<file path="src/rtl/ncl_addr_stage.sv">
// ncl_addr_stage: dual-rail address stage with phase gating, FIFO buffer and clocked NCL handshakes
module ncl_addr_stage #(
  parameter int WIDTH = 4,
  parameter int DEPTH = 2,
  parameter int PHASE_SEL = 1
) (
  input  logic                       clk,
  input  logic                       rst,
  input  logic [1:0]                 ph0_in,
  input  logic [2*WIDTH-1:0]         addr_in,
  output logic                       ack,
  output logic [2*WIDTH-1:0]         addr_out,
  input  logic                       ack_in,
  output logic [$clog2(DEPTH):0]     count,
  output logic                       gated,
  output logic                       err
);
  localparam int AW = $clog2(DEPTH);
  localparam int CW = AW + 1;
  localparam logic [CW-1:0] FULL = CW'(DEPTH);
  localparam bit PS = PHASE_SEL != 0;
  typedef enum logic {IN_DATA, IN_NULL} in_t;
  typedef enum logic [1:0] {OUT_NULL, OUT_DATA, OUT_RTZ} out_t;
  in_t in_st, in_nx;
  out_t out_st, out_nx;
  logic [WIDTH-1:0] mem [DEPTH];
  logic [AW-1:0] wr, rd;
  logic [WIDTH-1:0] t_rails, head;
  logic [2*WIDTH-1:0] enc, addr_nx;
  logic data_w, null_w, ill_w, push, pop, ack_nx, gated_nx;
  assign head = mem[rd];
  assign null_w = ~|{addr_in, ph0_in};
  // Completion covers every address pair plus the phase token.
  always_comb begin
    data_w = ph0_in[1] ^ ph0_in[0];
    ill_w = &ph0_in;
    t_rails = '0;
    enc = '0;
    for (int i = 0; i < WIDTH; i++) begin
      data_w = data_w & (addr_in[2*i+1] ^ addr_in[2*i]);
      ill_w = ill_w | (&addr_in[2*i+:2]);
      t_rails[i] = addr_in[2*i+1];
      enc[2*i+1] = head[i];
      enc[2*i] = ~head[i];
    end
  end
  always_comb begin
    in_nx = in_st;
    ack_nx = ack;
    push = 1'b0;
    gated_nx = 1'b0;
    if (in_st == IN_DATA && data_w) begin
      if (!ph0_in[PS]) begin
        ack_nx = 1'b1;
        gated_nx = 1'b1;
        in_nx = IN_NULL;
      end else if (count < FULL) begin
        push = 1'b1;
        ack_nx = 1'b1;
        in_nx = IN_NULL;
      end
    end else if (in_st == IN_NULL && null_w) begin
      ack_nx = 1'b0;
      in_nx = IN_DATA;
    end
  end
  always_comb begin
    out_nx = out_st;
    addr_nx = addr_out;
    pop = 1'b0;
    case (out_st)
      OUT_NULL: if (!ack_in && count != '0) begin
        addr_nx = enc;
        out_nx = OUT_DATA;
      end
      OUT_DATA: if (ack_in) begin
        addr_nx = '0;
        pop = 1'b1;
        out_nx = OUT_RTZ;
      end
      OUT_RTZ: out_nx = ack_in ? OUT_RTZ : OUT_NULL;
      default: begin
        addr_nx = '0;
        out_nx = OUT_NULL;
      end
    endcase
  end
  always_ff @(posedge clk) begin
    if (rst) begin
      in_st <= IN_DATA;
      out_st <= OUT_NULL;
      ack <= 1'b0;
      gated <= 1'b0;
      err <= 1'b0;
      addr_out <= '0;
      count <= '0;
      wr <= '0;
      rd <= '0;
    end else begin
      in_st <= in_nx;
      out_st <= out_nx;
      ack <= ack_nx;
      gated <= gated_nx;
      err <= err | ill_w;
      addr_out <= addr_nx;
      count <= count + CW'(push) - CW'(pop);
      wr <= push ? wr + AW'(1) : wr;
      rd <= pop ? rd + AW'(1) : rd;
    end
  end
  always_ff @(posedge clk)
    if (push) mem[wr] <= t_rails;
endmodule

</file>
<file path="config.mk">
export PLATFORM = sky130hd
export DESIGN_NAME = ncl_addr_stage
export DESIGN_NICKNAME = d
export VERILOG_FILES = /design/src/rtl/ncl_addr_stage.sv
export SDC_FILE = /design/constraint.sdc
export NUM_CORES = 1
export LEC_CHECK = 0
export ABC_AREA = 1
export BUFFER_PORTS_ARGS = -buffer_cell sky130_fd_sc_hd__buf_2
export CAP_MARGIN = 20
export CORE_MARGIN = 4
export CORE_UTILIZATION = 45
export CTS_CLUSTER_SIZE = 10
export DETAILED_ROUTE_END_ITERATION = 8
export GPL_ROUTABILITY_DRIVEN = 0
export PLACE_DENSITY = 0.67
export REMOVE_ABC_BUFFERS = 1
export SETUP_SLACK_MARGIN = 0.1
export SYNTH_ARGS = -nofsm -noshare
export SYNTH_HDL_FRONTEND = slang
export SYNTH_SLANG_ARGS = --single-unit
</file>
<file path="constraint.sdc">
create_clock -name clk -period 2.3 [get_ports clk]
set_clock_uncertainty 0.15 [all_clocks]
set_input_delay 0.115 -clock clk [delete_from_list [all_inputs] [get_ports clk]]
set_output_delay 0.115 -clock clk [all_outputs]
set_load 0.02 [all_outputs]
</file>
======== Word-level counts from Yosys, hierarchy flattened ========
Memory sizes are Yosys's and may differ from the RTL's. A register that Yosys moved wholly into a read port is not among the register bits.
Index checks and enable logic that the tools add are counted.
storage, ports and cells
  register bits after elaboration ......... 17
  bits in writable memories ............... 8
  bits of input ports ..................... 13
  output and inout port bits .............. 13
  memories kept ........................... 1
memories
  name  depth  bits a word  rd ports  clocked after Yosys merged registers in  write ports  RTL line  RTL
  mem   2      4            1         1                                        1            26        logic [WIDTH-1:0] mem [DEPTH];
cells by class
  add/subtract/negate cells ............... 4
  order comparisons ....................... 1
  eq/ne operators ......................... 5
  mux-type cells .......................... 21
  bitwise gates (word level) .............. 21
  reductions and logical operators ........ 18
operator list
  operator             count
  $pmux 8 s3           1
  $mux 8               2
  $mux 1               14
  $reduce_and 2->1     7
  $reduce_or 10->1     1
  $not 1->1            7
  $mux 2               3
  $pmux 2 s3           1
  $or 1x1->1           5
  $xor 1x1->1          5
  $and 1x1->1          4
  $ne 2x2->1 const B   2
  $reduce_bool 2->1    2
  $logic_and 1x1->1    3
  $ne 3x2->1 const B   1
  $reduce_and 3->1     1
  $add 1x1->1 const B  2
  $add 2x1->2          1
  $eq 2x1->1 const B   1
  $eq 2x2->1 const B   1
  $logic_not 1->1      2
  $logic_not 2->1      1
  $lt 2x2->1 const B   1
  $reduce_or 2->1      1
  $sub 2x1->2          1

======== Depth between registers and ports, before layout ========
  depth in word-level cells ............... 9
  gate-level depth with buffers ........... 12

======== Least setup slack after synthesis ========
No wires, ideal clock.
  path kind ............................... input -> register
  from .................................... input ph0_in[1]
  to ...................................... register count[1]
  library setup time ...................... 0.113 ns
  data arrival time ....................... 1.558 ns
  required time ........................... 2.037 ns
  path slack .............................. 0.479 ns
  cell stages on the path ................. 12
  cells stage by stage .................... inv_1 > ha_1 > nand2_1 > nor2_1 > nand3_1 > ha_1 > inv_1 > ha_1 > xor2_1 > nand2_1 > nand2_1 > nor2_1
on the way
  longest elaborated chain between the ends .. 9
RTL lines
  item                       RTL line  RTL
  from (decl)                9         input logic [1:0] ph0_in,
  $xor 1x1->1                35        data_w = ph0_in[1] ^ ph0_in[0];
  $and 1x1->1 (4 in series)  40        data_w = data_w & (addr_in[2*i+1] ^ addr_in[2*i]);
  $logic_and 1x1->1          52        if (in_st == IN_DATA && data_w) begin
  $mux 1 *                   52
  $add 2x1->2 *              106       count <= count + CW'(push) - CW'(pop);
  $sub 2x1->2 *              106
  to (signal assigned)       106
  to (decl)                  14        output logic [$clog2(DEPTH):0] count,
Mark *: on every way between the ends. The rest lies on a longest branch, timed or not.
A chain may end at the register's enable or synchronous reset.

======== Worst setup path after layout ========
  from .................................... register in_st
  to ...................................... register count[1]
on the way
  longest elaborated chain between the ends .. 5
RTL lines
  item                    RTL line  RTL
  from (decl)             24        in_t in_st, in_nx;
  from (signal assigned)  100       in_st <= in_nx;
  $not 1->1               52
  $logic_and 1x1->1       52
  $mux 1                  52
  $add 2x1->2             106
  $sub 2x1->2             106
No other way between the ends.

==> flow_summary.toml <==
[run_status]
status = "finished, final reports clean"

[synthesis]
synth_sequential_area_ratio_pct = 46.9
number_of_synthesized_register_bits = 26
synth_edf_count = 8
post_synth_top_area_cell = "dfxtp_1"
synth_area_per_cell_um2 = 8.11
synth.top_cells.by_area = "dfxtp_1 (28%), edfxtp_1 (19%), ha_1 (12%), inv_1 (11%), nand2_1 (9.1%)"
synthMostInstantiatedCell = "inv_1"
yosysWarningCount = 0
synth_largest_type_area_fraction_pct = 28.1
synth.lib_cells_used.distinct = 21
synth_commonest_cells = "inv_1 (37), nand2_1 (31), nor2_1 (20)"
number_of_standard_cells_after_synthesis = 158
netlist_area_um2 = 1280
postSynth.topFlopCell = "dfxtp_1"
proportion_of_register_bits_with_asynchronous_set_or_reset_after_synthesis_pct = 0

[detailed_routing]
wire_per_inst_um = 10.8
finalWirelength_mm = 2.41
dr.first_iter.drc_count = 19
viasPerCell = 4.67
antenna_violating_nets_post_route = 0
detail_route.drc_violations = 0
drt_first_pass_iters = 4
vias = 1041

[clock_network]
clk-insertion-delay-late_ns = 0.31
clock-sinks = 26
h-tree-depth = 1
cts_setup_buffers = 0
cts_repair_resize_count = 0
root_buffer = "clkbuf_4"
path_clk_slew_ns = 0.13
clockBufferDepth = 2
cts-buffers-inserted = 3
cts_tree = "yes"
cts-hold-fix-buffers = 6

[power]
power.density_nw_per_um2 = 502
total_leakage_power_nw = 0.808
max-vdd-ir-drop_v = 0.000300

[critical_path]
timing.critical_path.from = "in_st"
worst_path_max_delay_cell = "dfxtp_1"
critical_path.max_fanout = 4
cp_top_family = "simple AND/OR/NAND/NOR gates"
critPathMaxStageDelay_ns = 0.35
critPathLaunchType = "flip-flop"
setup.worst_path.class = "flip-flop to flip-flop"
arrival_ns = 1.95
crit_required_ns = 2.37
regToRegStartpoint = "in_st"
buf_inv_stages_crit_path = 1
endpoint_kind = "flip-flop"
ordered_list_of_cells_on_the_worst_path = "nor2_1, nand3_1, ha_1, inv_1, ha_1, xor2_1, nand2_1, nand2_1, nor2_1"

[floorplanning]
dieHeight_um = 61.4
floorplan.initialDensity_pct = 46.9
die_outline_area_um2 = 3770
fp.dieW_um = 61.4
core-area_um2 = 2730
floorplan.rows = 19
num_io_pins = 26

[global_routing]
antenna_found_initial = 0
first_global_vias = 1036
globalRouteOverflowTotal = 0
grt_max_degree = 15
grt_pass1_wl_mm = 4.04
grt_util_all_layers_pct = 14.4

[finish]
final_layout_size_suffix_gt1_share_pct = 17.7
number_of_antenna_repair_diodes = 0
final-instance-count-excl-fill = 223
nFillCells = 253
signed_area_change_from_the_synthesized_netlist_to_the_final_layout_pct = 19.2
nets = 218

[timing]
totalNegativeSetupSlack_ns = 0
finalWorstPathRequiredPeriod_ns = 1.88
final-setup-viol-count = 0
fmax_ghz = 0.532
grt_setup_unrepaired = "false"
min_period_over_period_pct = 81.7
hold_viol_final = 0
tightestPinTransition_ns = 0.325
maxSlewViolCount = 0
maxSlewHeadroom_pct = 78.2

[min_path]
min-delay-path-class = "primary input to flip-flop"
worst_min_delay_path_startpoint = "ack_in"

[placed_design]
dp.cells = 213
detailed_place_hpwl_mm = 1.92
io_buffer_count = 25

[flow_run]
cap_viol_max_count = 0
[metrics by stage]
step	utilization, %	setup WS [ns]	hold slack, ns	instance area [µm²]	power [mW]
floorplan	-	0.479	0.0341	1280	0.540
global placement	52.7	0.295	0.160	1440	0.570
detailed placement	52.7	0.187	0.160	1440	0.573
CTS	55.9	0.439	0.00181	1530	0.772
global route	55.9	0.234	0.0118	1530	0.804
finish	55.9	0.421	0.00174	1530	0.768
[placed cells by master, fill, tap and decap left out, types with 6 or more instances in the layout]
master / Yosys / layout
inv_1: 37 / 37
nand2_1: 31 / 31
buf_2: 0 / 25
nor2_1: 20 / 20
dfxtp_1: 18 / 18
nand3_1: 12 / 12
ha_1: 12 / 12
edfxtp_1: 8 / 8
a21oi_1: 6 / 6
dlygate4sd3_1: 0 / 6
[sequential cells by signal, summed over array words and instances, names as in the netlist, named ones only]
| signal | flops |
|---|---|
| count | 2 |
| rd | 1 |
| wr | 1 |
| out_st | 2 |
| mem | 8 |
| in_st | 1 |
| gated | 1 |
| err | 1 |
| addr_out | 8 |
[final timing paths]
kind / end / slack (ns) / cells past startpoint
worst max register to register: count[1] / 0.42 / 9
worst min register to register: addr_out[7] / 0.34 / 2
worst min-delay path: out_st[1] / 0.002 / 3
worst max-delay path: count[1] / 0.42 / 9
[final cells by class]
class	count	area, µm²	share of cell area, %
inverter	38	143	9.34
tap	31	38.8	2.54
timing repair buffer	31	185	12.1
clock buffer	4	26.3	1.72
sequential	26	601	39.3
multi-input combinational	93	534	35.0
[worst reg2reg max path: stages (launching register included)]
cell and delay (ns):
dfxtp_1 0.35, nor2_1 0.24, nand3_1 0.18, ha_1 0.31, inv_1 0.06, ha_1 0.15
xor2_1 0.19, nand2_1 0.07, nand2_1 0.06, nor2_1 0.04
[logic make-up (layout without fill, tap and decap cells)]
group / count (synthesis) / in the layout / synth area share, %
buffers and inverters: 39 / 73 / 11.4
AO/OA/AOI/OAI: 9 / 9 / 4.00
adder cells (fa/ha/maj): 12 / 12 / 11.7
AND/OR/NAND/NOR: 69 / 69 / 23.9
flip-flops: 26 / 26 / 46.9
XOR/XNOR: 3 / 3 / 2.05
[report_power, final]
| part | leakage [nW] | internal (mW) | switching, mW |
|---|---|---|---|
| combinational | 0.576 | 0.0368 | 0.0516 |
| sequential | 0.217 | 0.479 | 0.00420 |
| clock | 0.0150 | 0.0677 | 0.128 |
| total | 0.808 | 0.584 | 0.184 |
[layer usage]
layer	vias to the layer above	global-route usage, %	wire (µm)
li1	549	-	-
met1	458	16.3	1050
met2	26	27.2	1180
met3	8	1.89	115
met4	0	5.45	65
met5	-	0	0
Note: power is estimated with default switching activity, not from simulation.
